===== config.mk =====
export PLATFORM = sky130hd
export DESIGN_NAME = regfile_wr_arbiter
export DESIGN_NICKNAME = d
export VERILOG_FILES = /design/src/rtl/regfile_wr_arbiter.sv
export SDC_FILE = /design/constraint.sdc
export NUM_CORES = 1
export LEC_CHECK = 0
export ABC_CLOCK_PERIOD_IN_PS = 2500
export BUFFER_PORTS_ARGS = -buffer_cell sky130_fd_sc_hd__clkbuf_2
export CAP_MARGIN = 20
export CELL_PAD_IN_SITES_DETAIL_PLACEMENT = 0
export CELL_PAD_IN_SITES_GLOBAL_PLACEMENT = 1
export CORE_ASPECT_RATIO = 1.1
export CORE_MARGIN = 4
export CORE_UTILIZATION = 38
export DETAILED_ROUTE_END_ITERATION = 10
export PLACE_DENSITY = 0.95
export SLEW_MARGIN = 20
export SYNTH_ARGS = -nofsm -noshare
export SYNTH_HDL_FRONTEND = slang
export SYNTH_SLANG_ARGS = --single-unit
export TNS_END_PERCENT = 1

===== constraint.sdc =====
create_clock -name CLK -period 2.5 [get_ports CLK]
set_input_delay 0.375 -clock CLK [delete_from_list [all_inputs] [get_ports CLK]]
set_output_delay 0.375 -clock CLK [all_outputs]
set_load 0.02 [all_outputs]

===== src/rtl/regfile_wr_arbiter.sv =====
// Write-port owner for a 32x8 register file.
// After reset, or when init_req is seen in RUN, an init sequencer writes INIT_VAL
// to every address in order. Otherwise two requesters share the write port under
// round-robin arbitration. WE/Writeaddr/WrData leave this block registered.
module regfile_wr_arbiter #(
  parameter int                DATA_W   = 8,
  parameter int                ADDR_W   = 5,
  parameter logic [DATA_W-1:0] INIT_VAL = '0
) (
  input  logic              CLK,
  input  logic              RSTn,
  input  logic              init_req,
  input  logic              req0,
  input  logic [ADDR_W-1:0] addr0,
  input  logic [DATA_W-1:0] data0,
  output logic              rdy0,
  input  logic              req1,
  input  logic [ADDR_W-1:0] addr1,
  input  logic [DATA_W-1:0] data1,
  output logic              rdy1,
  output logic              WE,
  output logic [ADDR_W-1:0] Writeaddr,
  output logic [DATA_W-1:0] WrData,
  output logic              init_done
);

  typedef enum logic {
    ST_INIT = 1'b0,
    ST_RUN  = 1'b1
  } state_t;

  localparam logic [ADDR_W-1:0] LAST_ADDR = '1;

  state_t            state, state_d;
  logic [ADDR_W-1:0] cnt, cnt_d;
  logic              prio, prio_d;
  logic              we_d;
  logic [ADDR_W-1:0] waddr_d;
  logic [DATA_W-1:0] wdata_d;
  logic              init_done_d;
  logic              xfer0, xfer1;

  // Round-robin grant: a lone requester wins, a tie goes to the one named by prio.
  always_comb begin
    // NOTE: every output of a combinational block gets a default first; a path
    // that leaves one unassigned would infer a latch.
    rdy0 = 1'b0;
    rdy1 = 1'b0;
    if (state == ST_RUN && !init_req) begin
      if (req0 && req1) begin
        rdy0 = ~prio;
        rdy1 = prio;
      end else begin
        rdy0 = req0;
        rdy1 = req1;
      end
    end
  end

  assign xfer0 = req0 & rdy0;
  assign xfer1 = req1 & rdy1;

  // Next-state: init sweep, re-init request, or the granted requester's write.
  always_comb begin
    state_d     = state;
    cnt_d       = cnt;
    prio_d      = prio;
    we_d        = 1'b0;
    waddr_d     = Writeaddr;
    wdata_d     = WrData;
    init_done_d = init_done;
    case (state)
      ST_INIT: begin
        we_d    = 1'b1;
        waddr_d = cnt;
        wdata_d = INIT_VAL;
        cnt_d   = cnt + 1'b1;
        if (cnt == LAST_ADDR) begin
          state_d     = ST_RUN;
          cnt_d       = '0;
          init_done_d = 1'b1;
        end
      end
      ST_RUN: begin
        if (init_req) begin
          state_d     = ST_INIT;
          cnt_d       = '0;
          init_done_d = 1'b0;
        end else if (xfer0) begin
          we_d    = 1'b1;
          waddr_d = addr0;
          wdata_d = data0;
          prio_d  = 1'b1;
        end else if (xfer1) begin
          we_d    = 1'b1;
          waddr_d = addr1;
          wdata_d = data1;
          prio_d  = 1'b0;
        end
      end
      default: state_d = ST_INIT;
    endcase
  end

  // State and output registers.
  always_ff @(posedge CLK or negedge RSTn) begin
    // NOTE: every register here, outputs included, is reset so the regfile never
    // sees X on its write port; sequential state is updated with <= only.
    if (!RSTn) begin
      state     <= ST_INIT;
      cnt       <= '0;
      prio      <= 1'b0;
      WE        <= 1'b0;
      Writeaddr <= '0;
      WrData    <= '0;
      init_done <= 1'b0;
    end else begin
      state     <= state_d;
      cnt       <= cnt_d;
      prio      <= prio_d;
      WE        <= we_d;
      Writeaddr <= waddr_d;
      WrData    <= wdata_d;
      init_done <= init_done_d;
    end
  end

endmodule

==> run_results.csv <==
group,metric,value,unit
drt,ant_nets,0,
die,core.rowCount,20,
timing,fin_tns_setup,0,ps
grt,grt_pass1_wl,4210,µm
timing,worst_clock_skew,1.99,ps
timing,max_slew_margin,62.6,%
cts,cts_max_path_buffers,2,
timing,setup_viol,0,
synthesis,synth_top_family_by_area,"multiplexers",
setup_path,r2r-end,"WrData[6]$_DFFE_PN0P_",
die,start_util,40.5,%
setup_path,arrival,1470,ps
synthesis,synth.distinct_cells,25,
timing,period_share,73.8,%
power,leakage,0.843,nW
finish,areaGrowthSynthToFinish,23.6,%
run_status,status,"finished, final reports clean",
setup_path,crit_type,"flop to output pin",
timing,worst_pin_slew,561,ps
setup_path,end_kind,"output pin",
grt,grt_antenna_before_repair,0,
run,cap_violations,0,
setup_path,r2r-start,"prio$_DFFE_PN0P_",
finish,drive_gt1_share,38.1,%
timing,rsz0062_at_grt,"false",
die,coreArea,0.00283,mm²
placed_design,placed_area,0.00139,mm²
drt,vias,908,
finish,fill_cells,256,
synthesis,synth-simple-area-share,6.99,%
synthesis,synth_adder_area_share,2.18,%
finish,final_common_cell,"clkbuf_2",
die,die_x,60.4,µm
die,die-area,0.00396,mm²
synthesis,synthesis.area,0.00115,mm²
setup_path,r2r_cells,4,
drt,drt_iter0_drc,16,
die,die_h,65.6,µm
cts,cts_tree,"yes",
finish,mostFrequentLayoutCells,"47 x clkbuf_2, 31 x mux2i_1, 22 x dfrtp_1, 12 x nand2_1, 5 x inv_1",
synthesis,synth_compound_area_share,6.44,%
synthesis,synth.area.mux_share,28.1,%
timing,whs,40.5,ps
cts,cts.htree.levels,1,
cts,cts_hold_buf,0,
grt,track_usage,14.1,%
power,ir_drop,0.406,mV
synthesis,ys_seq_area_share,48.0,%
timing,drv_slew,0,
drt,wl_per_cell,13.5,µm
placed_design,hpwlAfterDp,1900,µm
timing,fmax,0.542,GHz
synthesis,yosysWarnings,0,
timing,hold_viol_final,0,
cts,clk_pin_slew,120,ps
cts,clock-root-buffer,"clkbuf_4",
grt,grt_max_degree,23,
cts,cts_num_sinks,22,
cts,clock_latency,300,ps
finish,stdcell_area,0.00142,mm²
grt,globalRouteOverflowTotal,0,
grt,grt_pass1_vias,1016,
timing,period_minus_slack,1840,ps
finish,final_nets,182,
setup_path,worst_setup_path_start_kind,"flop",
power,p_per_area,842,mW/mm²
placed_design,gp_congestion,0.761,
finish,diodes,0,
drt,firstDrtPassIters,4,
drt,viasPerCell,5.04,
power,finalPower,1.19,mW
synthesis,netlist_instances,99,
synthesis,synth_nets,132,
drt,drc_errors,0,
setup_path,required,2120,ps
placed_design,port_buffers,47,
finish,final_util,50.1,%
synthesis,synth-xor-area-share,1.53,%
setup_path,ff2ff_setup_slack,970,ps
synthesis,avgSynthCellArea,11.6,µm²
cts,numCtsBuffers,3,
cts,cts_setup_buffers,0,
synthesis,yosys_register_bits,22,
drt,wirelength,2420,µm
hold_path,hold_class,"input port to async pin",
cts,cts_resized,0,
die,io_pins,48,
setup_path,crit_fanout,11,
[area by class of cell]
class | instances | area (µm²) | share of cell area, %
timing repair buffer | 51 | 265 | 18.7
tap | 33 | 41.3 | 2.92
sequential | 22 | 551 | 38.9
multi-input combinational | 66 | 518 | 36.6
clock buffer | 3 | 22.5 | 1.59
inverter | 5 | 18.8 | 1.33
[per-stage QoR]
step           instances  setup WS, ps
2_1_floorplan         99           995
3_3_place_gp         177           883
3_5_place_dp         177           813
4_1_cts              180           641
5_1_grt              180           558
6_report             180           655
[metal layers]
metal  wire length, µm  GRT usage, %  vias to the layer above  part of all wire [%]
li1                  -             -                      439                     -
met1               990          16.0                      438                    41
met2              1280          24.7                       29                    53
met3               132          2.16                        2                   5.5
met4                17          7.20                        0                  0.70
met5                 0             0                        -                     0
[report_power, final]
part	internal [mW]	switching, mW	leakage (nW)	total [mW]
clock	0.0561	0.103	0.0138	0.159
combinational	0.224	0.256	0.555	0.480
sequential	0.465	0.0887	0.274	0.554
total	0.745	0.447	0.843	1.19
[registers in the layout (all words and copies together), names as in the netlist]
name	flops
state	1
WrData	8
init_done	1
prio	1
cnt	5
WE	1
Writeaddr	5
[worst max path at each step]
stage	startpoint	end	slack, ps	depth (start not counted)
floorplan	prio$_DFFE_PN0P_	rdy0	1000	4
global placement	req0	rdy0	880	4
detailed placement	req0	WrData[6]$_DFFE_PN0P_	810	5
CTS	prio$_DFFE_PN0P_	rdy0	640	3
global route	prio$_DFFE_PN0P_	rdy0	560	3
finish	prio$_DFFE_PN0P_	rdy0	660	3
[cells in the mapped netlist]
master    count  share of area [%]
mux2i_1      31                 27
dfrtp_1      22                 48
nand2_1      12                3.9
inv_1         5                1.6
nor2_1        3               0.98
o21ai_0       3                1.3
a21oi_1       2               0.87
a22o_1        2                1.5
buf_6         2                2.0
ha_1          2                2.2
a21bo_1       1               0.87
a31oi_1       1               0.55
and3_1        1               0.55
buf_12        1                1.7
buf_2         1               0.44
buf_4         1               0.66
clkbuf_1      1               0.33
mux2_2        1               0.98
nand2b_1      1               0.55
nand3_1       1               0.44
nor2b_1       1               0.55
o21ai_2       1               0.76
o22ai_1       1               0.55
xnor2_1       1               0.76
xor2_1        1               0.76
[cells by family after synthesis]
| family | after synthesis |
|---|---|
| compound gates | 11 |
| xor+xnor | 2 |
| fa+ha+maj | 2 |
| buf+inv | 11 |
| flops | 22 |
| mux | 32 |
| simple gates | 19 |
[worst max-delay path, stage by stage, from the launching register on]
cell	delay (ps)
dfrtp_1	430
a21bo_1	400
nor2_1	160
clkbuf_2	180
Power figures use the tool's default switching activity.
